[config.mk]
export PLATFORM = sky130hd
export DESIGN_NAME = execute_alu_operand_skid
export DESIGN_NICKNAME = d
export VERILOG_FILES = /design/src/rtl/execute_alu_operand_skid_pkg.sv /design/src/rtl/execute_alu_operand_entry.sv /design/src/rtl/execute_alu_operand_skid.sv
export SDC_FILE = /design/constraint.sdc
export NUM_CORES = 1
export LEC_CHECK = 0
export CORE_ASPECT_RATIO = 0.7
export CORE_UTILIZATION = 54
export CTS_CLUSTER_DIAMETER = 60
export DETAILED_ROUTE_END_ITERATION = 7
export GPL_ROUTABILITY_DRIVEN = 0
export PLACE_DENSITY = 0.9
export SLEW_MARGIN = 20
export SYNTH_ARGS = -nofsm -noshare
export SYNTH_HDL_FRONTEND = slang
export SYNTH_HIERARCHICAL = 1
export SYNTH_SLANG_ARGS = --single-unit
export TNS_END_PERCENT = 30
[constraint.sdc]
create_clock -name clk -period 3.24 [get_ports clk]
set_clock_uncertainty 0.2 [all_clocks]
set_input_delay 0.81 -clock clk [delete_from_list [all_inputs] [get_ports clk]]
set_output_delay 0.81 -clock clk [all_outputs]
set_load 0.01 [all_outputs]
[src/rtl/execute_alu_operand_skid_pkg.sv]
// Shared encodings and types for the ALU operand staging buffer.
// Holds the imm-mux select encodings, fixed datapath widths and the
// buffer occupancy state type.
package execute_alu_operand_skid_pkg;

  localparam int unsigned DATA_W = 32;
  localparam int unsigned IMM_W  = 16;
  localparam int unsigned SEL_W  = 2;

  // Imm-mux select encodings
  localparam logic [SEL_W-1:0] ALU_IMPL_LUT6OPT_BYPASS   = 2'b00;
  localparam logic [SEL_W-1:0] ALU_IMPL_LUT6OPT_IMM_ZEXT = 2'b01;
  localparam logic [SEL_W-1:0] ALU_IMPL_LUT6OPT_IMM_SEXT = 2'b10;
  localparam logic [SEL_W-1:0] ALU_IMPL_LUT6OPT_IMM_LUI  = 2'b11;

  // Buffer occupancy: EMPTY (no head), HOLD (head only), FULL (head + skid)
  typedef enum logic [1:0] {
    ST_EMPTY = 2'b00,
    ST_HOLD  = 2'b01,
    ST_FULL  = 2'b10
  } skid_state_e;

  // Only BYPASS consumes the source operand; other modes never wait on it
  function automatic logic sel_needs_src0(input logic [SEL_W-1:0] sel);
    return (sel == ALU_IMPL_LUT6OPT_BYPASS);
  endfunction

endpackage

[src/rtl/execute_alu_operand_entry.sv]
// Single staging entry: holds one ALU op and snoops the writeback forward
// bus to capture a pending source operand.
// Ports:
//   clk, resetn       clock, async active-low reset
//   i_flush           drop the entry (data fields keep their values)
//   i_load            load a new op from the i_* fields
//   i_clear           release the entry (op popped / moved)
//   i_src0..i_dst     op fields to load; i_src0_rdy says i_src0 is valid
//   fwd_valid/tag/data writeback forward bus
//   o_vld..o_dst      stored entry contents
module execute_alu_operand_entry
  import execute_alu_operand_skid_pkg::*;
#(
  parameter int unsigned TAG_W = 5,
  parameter int unsigned DST_W = 5
) (
  input  logic              clk,
  input  logic              resetn,
  input  logic              i_flush,
  input  logic              i_load,
  input  logic              i_clear,
  input  logic [DATA_W-1:0] i_src0,
  input  logic              i_src0_rdy,
  input  logic [TAG_W-1:0]  i_src0_tag,
  input  logic [IMM_W-1:0]  i_imm,
  input  logic [SEL_W-1:0]  i_sel,
  input  logic [DST_W-1:0]  i_dst,
  input  logic              fwd_valid,
  input  logic [TAG_W-1:0]  fwd_tag,
  input  logic [DATA_W-1:0] fwd_data,
  output logic              o_vld,
  output logic              o_rdy,
  output logic [DATA_W-1:0] o_src0,
  output logic [TAG_W-1:0]  o_tag,
  output logic [IMM_W-1:0]  o_imm,
  output logic [SEL_W-1:0]  o_sel,
  output logic [DST_W-1:0]  o_dst
);

  logic              r_vld;
  logic              r_rdy;
  logic [DATA_W-1:0] r_src0;
  logic [TAG_W-1:0]  r_tag;
  logic [IMM_W-1:0]  r_imm;
  logic [SEL_W-1:0]  r_sel;
  logic [DST_W-1:0]  r_dst;

  logic w_in_hit;
  logic w_own_hit;

  // Incoming op whose operand is being forwarded in the same cycle
  assign w_in_hit  = fwd_valid & ~i_src0_rdy & (fwd_tag == i_src0_tag);
  // Stored op still waiting for its operand
  assign w_own_hit = r_vld & ~r_rdy & fwd_valid & (fwd_tag == r_tag);

  // Entry state; flush beats load beats clear beats capture
  always_ff @(posedge clk or negedge resetn) begin
    if (!resetn) begin
      r_vld  <= 1'b0;
      r_rdy  <= 1'b0;
      r_src0 <= '0;
      r_tag  <= '0;
      r_imm  <= '0;
      r_sel  <= '0;
      r_dst  <= '0;
    end else if (i_flush) begin
      r_vld <= 1'b0;
    end else if (i_load) begin
      r_vld  <= 1'b1;
      r_rdy  <= i_src0_rdy | w_in_hit;
      r_src0 <= w_in_hit ? fwd_data : i_src0;
      r_tag  <= i_src0_tag;
      r_imm  <= i_imm;
      r_sel  <= i_sel;
      r_dst  <= i_dst;
    end else if (i_clear) begin
      r_vld <= 1'b0;
    end else if (w_own_hit) begin
      r_src0 <= fwd_data;
      r_rdy  <= 1'b1;
    end
  end

  assign o_vld  = r_vld;
  assign o_rdy  = r_rdy;
  assign o_src0 = r_src0;
  assign o_tag  = r_tag;
  assign o_imm  = r_imm;
  assign o_sel  = r_sel;
  assign o_dst  = r_dst;

endmodule

[src/rtl/execute_alu_operand_skid.sv]
// Two-entry operand staging buffer in front of the ALU imm/bypass mux.
// Accepts issued ops over valid/ready, holds them in head (M) and skid (S)
// entries, captures late operands from the writeback forward bus and drives
// d0/d1/sel straight from the head entry.
// Ports:
//   clk, resetn                 clock, async active-low reset
//   i_flush                     synchronous pipeline flush
//   s_valid/s_ready             upstream handshake (s_ready flop-derived)
//   s_src0/_rdy/_tag, s_imm,
//   s_sel, s_dst                issued op fields
//   fwd_valid/fwd_tag/fwd_data  writeback forward bus
//   m_valid/m_ready             downstream handshake to the ALU
//   m_d0/m_d1/m_sel/m_dst       head op to imm mux
module execute_alu_operand_skid
  import execute_alu_operand_skid_pkg::*;
#(
  parameter int unsigned TAG_W = 5,
  parameter int unsigned DST_W = 5
) (
  input  logic              clk,
  input  logic              resetn,
  input  logic              i_flush,
  input  logic              s_valid,
  output logic              s_ready,
  input  logic [DATA_W-1:0] s_src0,
  input  logic              s_src0_rdy,
  input  logic [TAG_W-1:0]  s_src0_tag,
  input  logic [IMM_W-1:0]  s_imm,
  input  logic [SEL_W-1:0]  s_sel,
  input  logic [DST_W-1:0]  s_dst,
  input  logic              fwd_valid,
  input  logic [TAG_W-1:0]  fwd_tag,
  input  logic [DATA_W-1:0] fwd_data,
  output logic              m_valid,
  input  logic              m_ready,
  output logic [DATA_W-1:0] m_d0,
  output logic [IMM_W-1:0]  m_d1,
  output logic [SEL_W-1:0]  m_sel,
  output logic [DST_W-1:0]  m_dst
);

  skid_state_e r_state;
  skid_state_e w_state_nxt;

  logic w_accept;
  logic w_pop;

  logic w_m_load;
  logic w_m_from_s;
  logic w_m_clear;
  logic w_s_load;
  logic w_s_clear;

  // Head entry contents
  logic              w_m_vld;
  logic              w_m_rdy;
  logic [DATA_W-1:0] w_m_src0;
  logic [TAG_W-1:0]  w_m_tag_unused;
  logic [IMM_W-1:0]  w_m_imm;
  logic [SEL_W-1:0]  w_m_sel;
  logic [DST_W-1:0]  w_m_dst;

  // Skid entry contents
  logic              w_s_vld;
  logic              w_s_rdy;
  logic [DATA_W-1:0] w_s_src0;
  logic [TAG_W-1:0]  w_s_tag;
  logic [IMM_W-1:0]  w_s_imm;
  logic [SEL_W-1:0]  w_s_sel;
  logic [DST_W-1:0]  w_s_dst;

  // Head load source: upstream op or the skid entry
  logic              w_m_in_rdy;
  logic [DATA_W-1:0] w_m_in_src0;
  logic [TAG_W-1:0]  w_m_in_tag;
  logic [IMM_W-1:0]  w_m_in_imm;
  logic [SEL_W-1:0]  w_m_in_sel;
  logic [DST_W-1:0]  w_m_in_dst;

  // Handshakes are functions of flops only; no m_ready -> s_ready path
  assign s_ready  = ~w_s_vld;
  assign m_valid  = w_m_vld & (w_m_rdy | ~sel_needs_src0(w_m_sel));
  assign w_accept = s_valid & s_ready;
  assign w_pop    = m_valid & m_ready;

  // Occupancy state register
  always_ff @(posedge clk or negedge resetn) begin
    if (!resetn) begin
      r_state <= ST_EMPTY;
    end else begin
      r_state <= w_state_nxt;
    end
  end

  // Next-state and entry load/clear control
  always_comb begin
    w_state_nxt = r_state;
    w_m_load    = 1'b0;
    w_m_from_s  = 1'b0;
    w_m_clear   = 1'b0;
    w_s_load    = 1'b0;
    w_s_clear   = 1'b0;
    case (r_state)
      ST_EMPTY: begin
        if (w_accept) begin
          w_m_load    = 1'b1;
          w_state_nxt = ST_HOLD;
        end
      end
      ST_HOLD: begin
        if (w_pop && w_accept) begin
          w_m_load = 1'b1;
        end else if (w_pop) begin
          w_m_clear   = 1'b1;
          w_state_nxt = ST_EMPTY;
        end else if (w_accept) begin
          w_s_load    = 1'b1;
          w_state_nxt = ST_FULL;
        end
      end
      ST_FULL: begin
        if (w_pop) begin
          w_m_load    = 1'b1;
          w_m_from_s  = 1'b1;
          w_s_clear   = 1'b1;
          w_state_nxt = ST_HOLD;
        end
      end
      default: begin
        w_state_nxt = ST_EMPTY;
      end
    endcase
    if (i_flush) begin
      w_state_nxt = ST_EMPTY;
    end
  end

  // Skid->head move carries the skid's capture status, so a forward
  // arriving on the move cycle is still picked up by the head entry
  assign w_m_in_rdy  = w_m_from_s ? w_s_rdy  : s_src0_rdy;
  assign w_m_in_src0 = w_m_from_s ? w_s_src0 : s_src0;
  assign w_m_in_tag  = w_m_from_s ? w_s_tag  : s_src0_tag;
  assign w_m_in_imm  = w_m_from_s ? w_s_imm  : s_imm;
  assign w_m_in_sel  = w_m_from_s ? w_s_sel  : s_sel;
  assign w_m_in_dst  = w_m_from_s ? w_s_dst  : s_dst;

  execute_alu_operand_entry #(
    .TAG_W (TAG_W),
    .DST_W (DST_W)
  ) u_entry_m (
    .clk        (clk),
    .resetn     (resetn),
    .i_flush    (i_flush),
    .i_load     (w_m_load),
    .i_clear    (w_m_clear),
    .i_src0     (w_m_in_src0),
    .i_src0_rdy (w_m_in_rdy),
    .i_src0_tag (w_m_in_tag),
    .i_imm      (w_m_in_imm),
    .i_sel      (w_m_in_sel),
    .i_dst      (w_m_in_dst),
    .fwd_valid  (fwd_valid),
    .fwd_tag    (fwd_tag),
    .fwd_data   (fwd_data),
    .o_vld      (w_m_vld),
    .o_rdy      (w_m_rdy),
    .o_src0     (w_m_src0),
    .o_tag      (w_m_tag_unused),
    .o_imm      (w_m_imm),
    .o_sel      (w_m_sel),
    .o_dst      (w_m_dst)
  );

  execute_alu_operand_entry #(
    .TAG_W (TAG_W),
    .DST_W (DST_W)
  ) u_entry_s (
    .clk        (clk),
    .resetn     (resetn),
    .i_flush    (i_flush),
    .i_load     (w_s_load),
    .i_clear    (w_s_clear),
    .i_src0     (s_src0),
    .i_src0_rdy (s_src0_rdy),
    .i_src0_tag (s_src0_tag),
    .i_imm      (s_imm),
    .i_sel      (s_sel),
    .i_dst      (s_dst),
    .fwd_valid  (fwd_valid),
    .fwd_tag    (fwd_tag),
    .fwd_data   (fwd_data),
    .o_vld      (w_s_vld),
    .o_rdy      (w_s_rdy),
    .o_src0     (w_s_src0),
    .o_tag      (w_s_tag),
    .o_imm      (w_s_imm),
    .o_sel      (w_s_sel),
    .o_dst      (w_s_dst)
  );

  assign m_d0  = w_m_src0;
  assign m_d1  = w_m_imm;
  assign m_sel = w_m_sel;
  assign m_dst = w_m_dst;

endmodule

# Word-level counts from Yosys, hierarchy flattened
# Cells that the tools add are included.
# Widths: inputs -> output; s select.
# word_totals
input_bits	104
word_cells	105
reg_bits	126
# op_classes
n_reduce_logical	12
mux	43
n_eq_ne	12
bitwise	23
# op_table
op	count
$mux 32	9
$mux 1	22
$eq 5x5->1	4
$mux 16	1
$mux 2	7
$and 1x1->1	13
$mux 5	2
$ne 3x3->1 const B	3
$not 1->1	7
$pmux 2 s3	1
$reduce_and 3->1	2
$reduce_bool 3->1	2
$logic_not 2->1	2
$ne 2x1->1 const B	2
$ne 4x4->1 const B	1
$reduce_and 2->1	2
$reduce_and 4->1	1
$reduce_bool 2->1	2
$or 1x1->1	3
$pmux 1 s3	1
$eq 2x1->1 const B	1
$eq 2x2->1 const B	1
$logic_and 1x1->1	1

# Depth between registers and ports, before layout
# depth
word_depth	13
depth_mapped	10
ltp_nobuf	7

# Modules after synthesis
# Netlist, hierarchy kept.
# by_module_without_submodules
module	instances	area_each_um2	cells_per_inst	seq_area_each_um2
execute_alu_operand_entry	2	4077.7	377	1551.5
execute_alu_operand_skid	1	1161.1	87	50.0

# Least setup slack after synthesis
# No wires, ideal clock.
# synth_path
kind	input -> register
startpoint	in m_ready
endpoint	reg u_entry_m.r_src0[12] (netlist: u_entry_m/o_src0[12])
path_stages	9
n_path_buf	2
setup_ns	0.131
required_time_ns	2.909
slack_ns	0.029
t_arrival_ns	2.880
cell_sequence	o311ai_4 > nor2_4 > buf_6 > mux2_4 > xor2_1 > nor4_4 > buf_6 > mux2i_1 > a31oi_2
# synth_between
elab_cells_between_ends	20
cone_classes	eq/ne: 2; mux: 11; bitwise: 4; reduce/logical: 3
# synth_lines
item	line_no	source
from (decl)	execute_alu_operand_skid.sv:35	input logic m_ready,
$and 1x1->1	execute_alu_operand_skid.sv:84	assign w_pop = m_valid & m_ready;
$mux 1	execute_alu_operand_skid.sv:122	if (w_pop) begin
$mux 1	execute_alu_operand_skid.sv:103	case (r_state)
$mux 5	execute_alu_operand_skid.sv:142	assign w_m_in_tag = w_m_from_s ? w_s_tag : s_src0_tag;
net w_m_in_tag[4]	execute_alu_operand_skid.sv:75	logic [TAG_W-1:0] w_m_in_tag;
$eq 5x5->1	execute_alu_operand_entry.sv:52	assign w_in_hit = fwd_valid & ~i_src0_rdy & (fwd_tag == i_src0_tag);
$and 1x1->1	execute_alu_operand_entry.sv:52	
$mux 32	execute_alu_operand_entry.sv:71	r_src0 <= w_in_hit ? fwd_data : i_src0;
$mux 32	execute_alu_operand_entry.sv:68	end else if (i_load) begin
to (signal assigned)	execute_alu_operand_entry.sv:71	
to (signal assigned)	execute_alu_operand_entry.sv:79	r_src0 <= fwd_data;
to (decl)	execute_alu_operand_entry.sv:42	logic [DATA_W-1:0] r_src0;
# The timed path passes the listed nets, and every way through them passes these cells.
# A chain may end at the register's enable or synchronous reset.

# Worst setup path after layout
# layout_path
startpoint	in m_ready
endpoint	reg u_entry_m.r_src0[11] (netlist: u_entry_m/o_src0[11])
# Same word-level chain as after synthesis.

==> results.sh <==
export IMPL_cp_start_kind="input port"
export IMPL_antenna_found_initial=0
export IMPL_fin_crit_ns=3.207
export IMPL_dieHeight_um=111.9
export IMPL_min_path_type="in2async"
export IMPL_drv_slew=0
export IMPL_seqPwrFrac_pct=37.1
export IMPL_total_power_mw=7.159
export IMPL_rsz0062_at_grt="true"
export IMPL_cts_sinks=126
export IMPL_wire_per_inst_um=20.84
export IMPL_slowest_delay_ns=0.52
export IMPL_placedCellCount=1197
export IMPL_synthAdderAreaFrac_pct=0
export IMPL_start_util_pct=56.15
export IMPL_syn_inst=841
export IMPL_track_usage_pct=29.13
export IMPL_final_setup_tns_ns=0
export IMPL_muxShareOfSynthArea_pct=23.40
export IMPL_stdcell_area_um2=11950
export IMPL_drtAntennaViolNets=0
export IMPL_highest_layer="met4"
export IMPL_final_core_util_pct=72.05
export IMPL_die_area_um2=17790
export IMPL_synth_compound_area_share_pct=18.10
export IMPL_synth_warnings=6
export IMPL_clk_path_buf_depth=2
export IMPL_synth_seq_area_share_pct=33.84
export IMPL_drive_gt1_share_pct=28.47
export IMPL_switching_power_mw=2.457
export IMPL_numCtsBuffers=17
export IMPL_cp_required_ns=3.33
export IMPL_hpwlAfterDp_um=16940
export IMPL_port_buffers=160
export IMPL_synth_seq_cells=126
export IMPL_fmax_mhz=311.8
export IMPL_drc_errors=0
export IMPL_worst_skew_pair_late_latency_ns=0.42
export IMPL_num_rows=39
export IMPL_synth_largest_area_cell="dfrtp_1"
export IMPL_num_antenna_cells=0
export IMPL_path_delay_family="buffers and inverters"
export IMPL_place_ws_ns=-0.4086
export IMPL_routed_via_density=6.161
export IMPL_cp_max_fo=14
export IMPL_power_density_nw_per_um2=598.8
export IMPL_leakage_nw=4.343
export IMPL_grt_pass1_vias=7778
export IMPL_crit_type="in2reg"
export IMPL_p_int_mw=4.702
export IMPL_synth_xor_area_share_pct=2.041
export IMPL_ios=161
export IMPL_setup_viol=0
export IMPL_die_x_um=159.0
export IMPL_syn_nets=945
export IMPL_grt_overflow=0
export IMPL_cts_tree="built"
export IMPL_met2WireLength_um=12280
export IMPL_cp_arrival_ns=3.30
export IMPL_grt_start_max_net_pins=67
export IMPL_finalCritPeriodShare_pct=98.98
export IMPL_fin_nets=1099
export IMPL_cp_cell_sequence="clkdlybuf4s50_1 -> o311ai_4 -> nor2_4 -> buf_4 -> mux2_4 -> xor2_1 -> nor4_4 -> buf_6 -> buf_12 -> mux2i_1 -> a31oi_1"
export IMPL_synth_cell_types=35
export IMPL_postPlaceCellArea_um2=11320
export IMPL_syn_area_per_cell_um2=11.08
export IMPL_clkTransAtPathRegs_ns=0.06
export IMPL_synth_area_leaders="dfrtp_1 34%, mux2_4 9.5%, a31oi_2 7.8%, mux2_2 7.0%, mux2i_1 6.9%"
export IMPL_outcome="finished clean"
export IMPL_ir_worst_vdd_v=0.0004098
export IMPL_finalHoldViolations=0
export IMPL_p_sw_share_pct=34.32
export IMPL_htree_levels=4
export IMPL_cp_num_buf_inv=4
export IMPL_end_kind="register"
export IMPL_synth_top_family_by_area="multiplexers"
export IMPL_grt_pass1_wl_um=40670
export IMPL_relSlewSlack_pct=59.95
export IMPL_wirelength_um=25690
export IMPL_fin_cells=1233
export IMPL_dr_total_vias=7597
export IMPL_cts_root_buf="clkbuf_16"
export IMPL_core_um2=16590
export IMPL_netlist_area_um2=9316
export IMPL_wl_met1_um=10860
export IMPL_clockPowerShare_pct=24.9
export IMPL_whs_ns=0.1802
export IMPL_wl_met3_um=2089
export IMPL_comb_power_share_pct=38.0
export IMPL_yosysTopAreaCellShare_pct=33.84
export IMPL_setup_slack_ns=0.03300
export IMPL_slowest_stage="clkdlybuf4s50_1"
export IMPL_max_cap_viol_count=0
export IMPL_yosys_area_share_simple_pct=17.04
export IMPL_tightest_slew_ns=0.6008
export IMPL_first_pass_iters=5
export IMPL_holdBufCountCts=0
export IMPL_drt_iter0_drc=649
export IMPL_area_growth_pct=28.31
==> routing by layer <==
metal,track usage [%],vias up
met4,11.79,0
met1,38.24,3722
li1,-,3411
met5,0,-
met3,5.365,57
met2,47.75,407
==> worst reg2reg max path, cell delays in order (launching register included) <==
cell and delay [ns]:
dfrtp_1 0.46, o311ai_4 0.37, nor2_4 0.08, buf_4 0.15
mux2_4 0.30, xor2_1 0.19, nor4_4 0.30, buf_6 0.17
buf_12 0.19, mux2i_1 0.27, a31oi_1 0.13
==> kinds of logic (layout without fill, tap and decap cells) <==
group                  after synthesis  after routing
buffers and inverters               83            250
XOR/XNOR                            20             20
multiplexers                       181            181
AND/OR/NAND/NOR                    223            223
AO/OA/AOI/OAI                      208            208
flip-flops                         126            126
==> cell usage after synthesis (all sizes together) <==
master,number
dfrtp,126
nor3,3
a211oi,66
nor3b,65
clkbuf,32
inv,3
mux2,117
a31oi,65
buf,40
nand2b,7
and2,64
o311ai,1
nor2b,31
or2,2
nor2,5
o31a,1
and2b,36
a21oi,71
nand4bb,2
dlygate4sd1,8
nand4b,1
nand2,3
nor4,4
a21o,2
a221oi,1
xor2,20
mux2i,64
o21bai,1
==> cell usage in the layout, fill, tap and decap left out, types with 4 or more instances in the layout <==
cell type        netlist  final
a31oi_2               58     58
buf_12                 0     14
clkdlybuf4s50_1        0    159
mux2_4                59     59
buf_4                 12     39
mux2i_2                0      8
inv_6                  0      5
clkinvlp_4             0      4
a31oi_1                7      7
dfrtp_1              126    126
clkbuf_16              0     17
nor2_1                 4      4
mux2_2                58     58
a21oi_1               71     70
nand2b_1               7      7
and2b_1               36     36
nor4_4                 4      4
mux2i_1               64     56
and2_1                64     64
a211oi_1              66     66
xor2_1                18     18
nor2b_1               31     29
nor3b_1               65     65
==> path summary, 6_finish.rpt <==
check | startpoint | endpoint | slack (ns) | cells after the start
max | m_ready | u_entry_m/o_src0[11] | 0.03 | 11
max reg2reg | u_entry_m/o_rdy | u_entry_m/o_src0[11] | 0.31 | 10
max in group asynchronous | resetn | u_entry_s/o_tag[3] | 1.99 | 2
min reg2reg | u_entry_m/o_imm[5] | u_entry_m/o_imm[5] | 0.30 | 1
min | resetn | u_entry_m/o_src0[14] | 0.18 | 1
min in group clk | u_entry_m/o_imm[5] | u_entry_m/o_imm[5] | 0.30 | 1
==> flip-flops by register name, summed over array words and instances (netlist names) <==
name,flops
u_entry_s/o_vld,1
u_entry_s/o_sel,2
u_entry_m/o_imm,16
u_entry_s/o_rdy,1
r_state,2
u_entry_s/o_tag,5
u_entry_m/o_sel,2
u_entry_m/o_vld,1
u_entry_m/o_tag,5
u_entry_m/o_rdy,1
u_entry_s/o_src0,32
u_entry_s/o_dst,5
u_entry_s/o_imm,16
u_entry_m/o_src0,32
u_entry_m/o_dst,5
==> power by group through the flow <==
stage               Sequential, mW  Clock (mW)  Combinational [mW]
finish                        2.65        1.78                2.72
global route                  2.72        1.88                2.90
global placement              2.61           0                2.58
CTS                           2.64        1.81                2.70
detailed placement            2.66           0                2.66
floorplan                     2.67           0                1.51
==> final cells by class <==
class	count	area (µm²)
clock buffers	17	425.4
clock inverters	15	127.6
fillers	1116	4637
flip-flops and latches	126	3153
multi-input cells	632	5741
inverters	3	11.26
repair buffers	215	2215
well taps	225	281.5
==> what timing repair did <==
| item | CTS | global route |
|---|---|---|
| pin swaps | 2 | 0 |
| resized for setup | 0 | 10 |
| cloned | 1 | 0 |
| endpoints found under the setup margin | 1 | 16 |
| buffers inserted | 3 | 0 |
No activity file was read; power rests on OpenSTA's default activity.
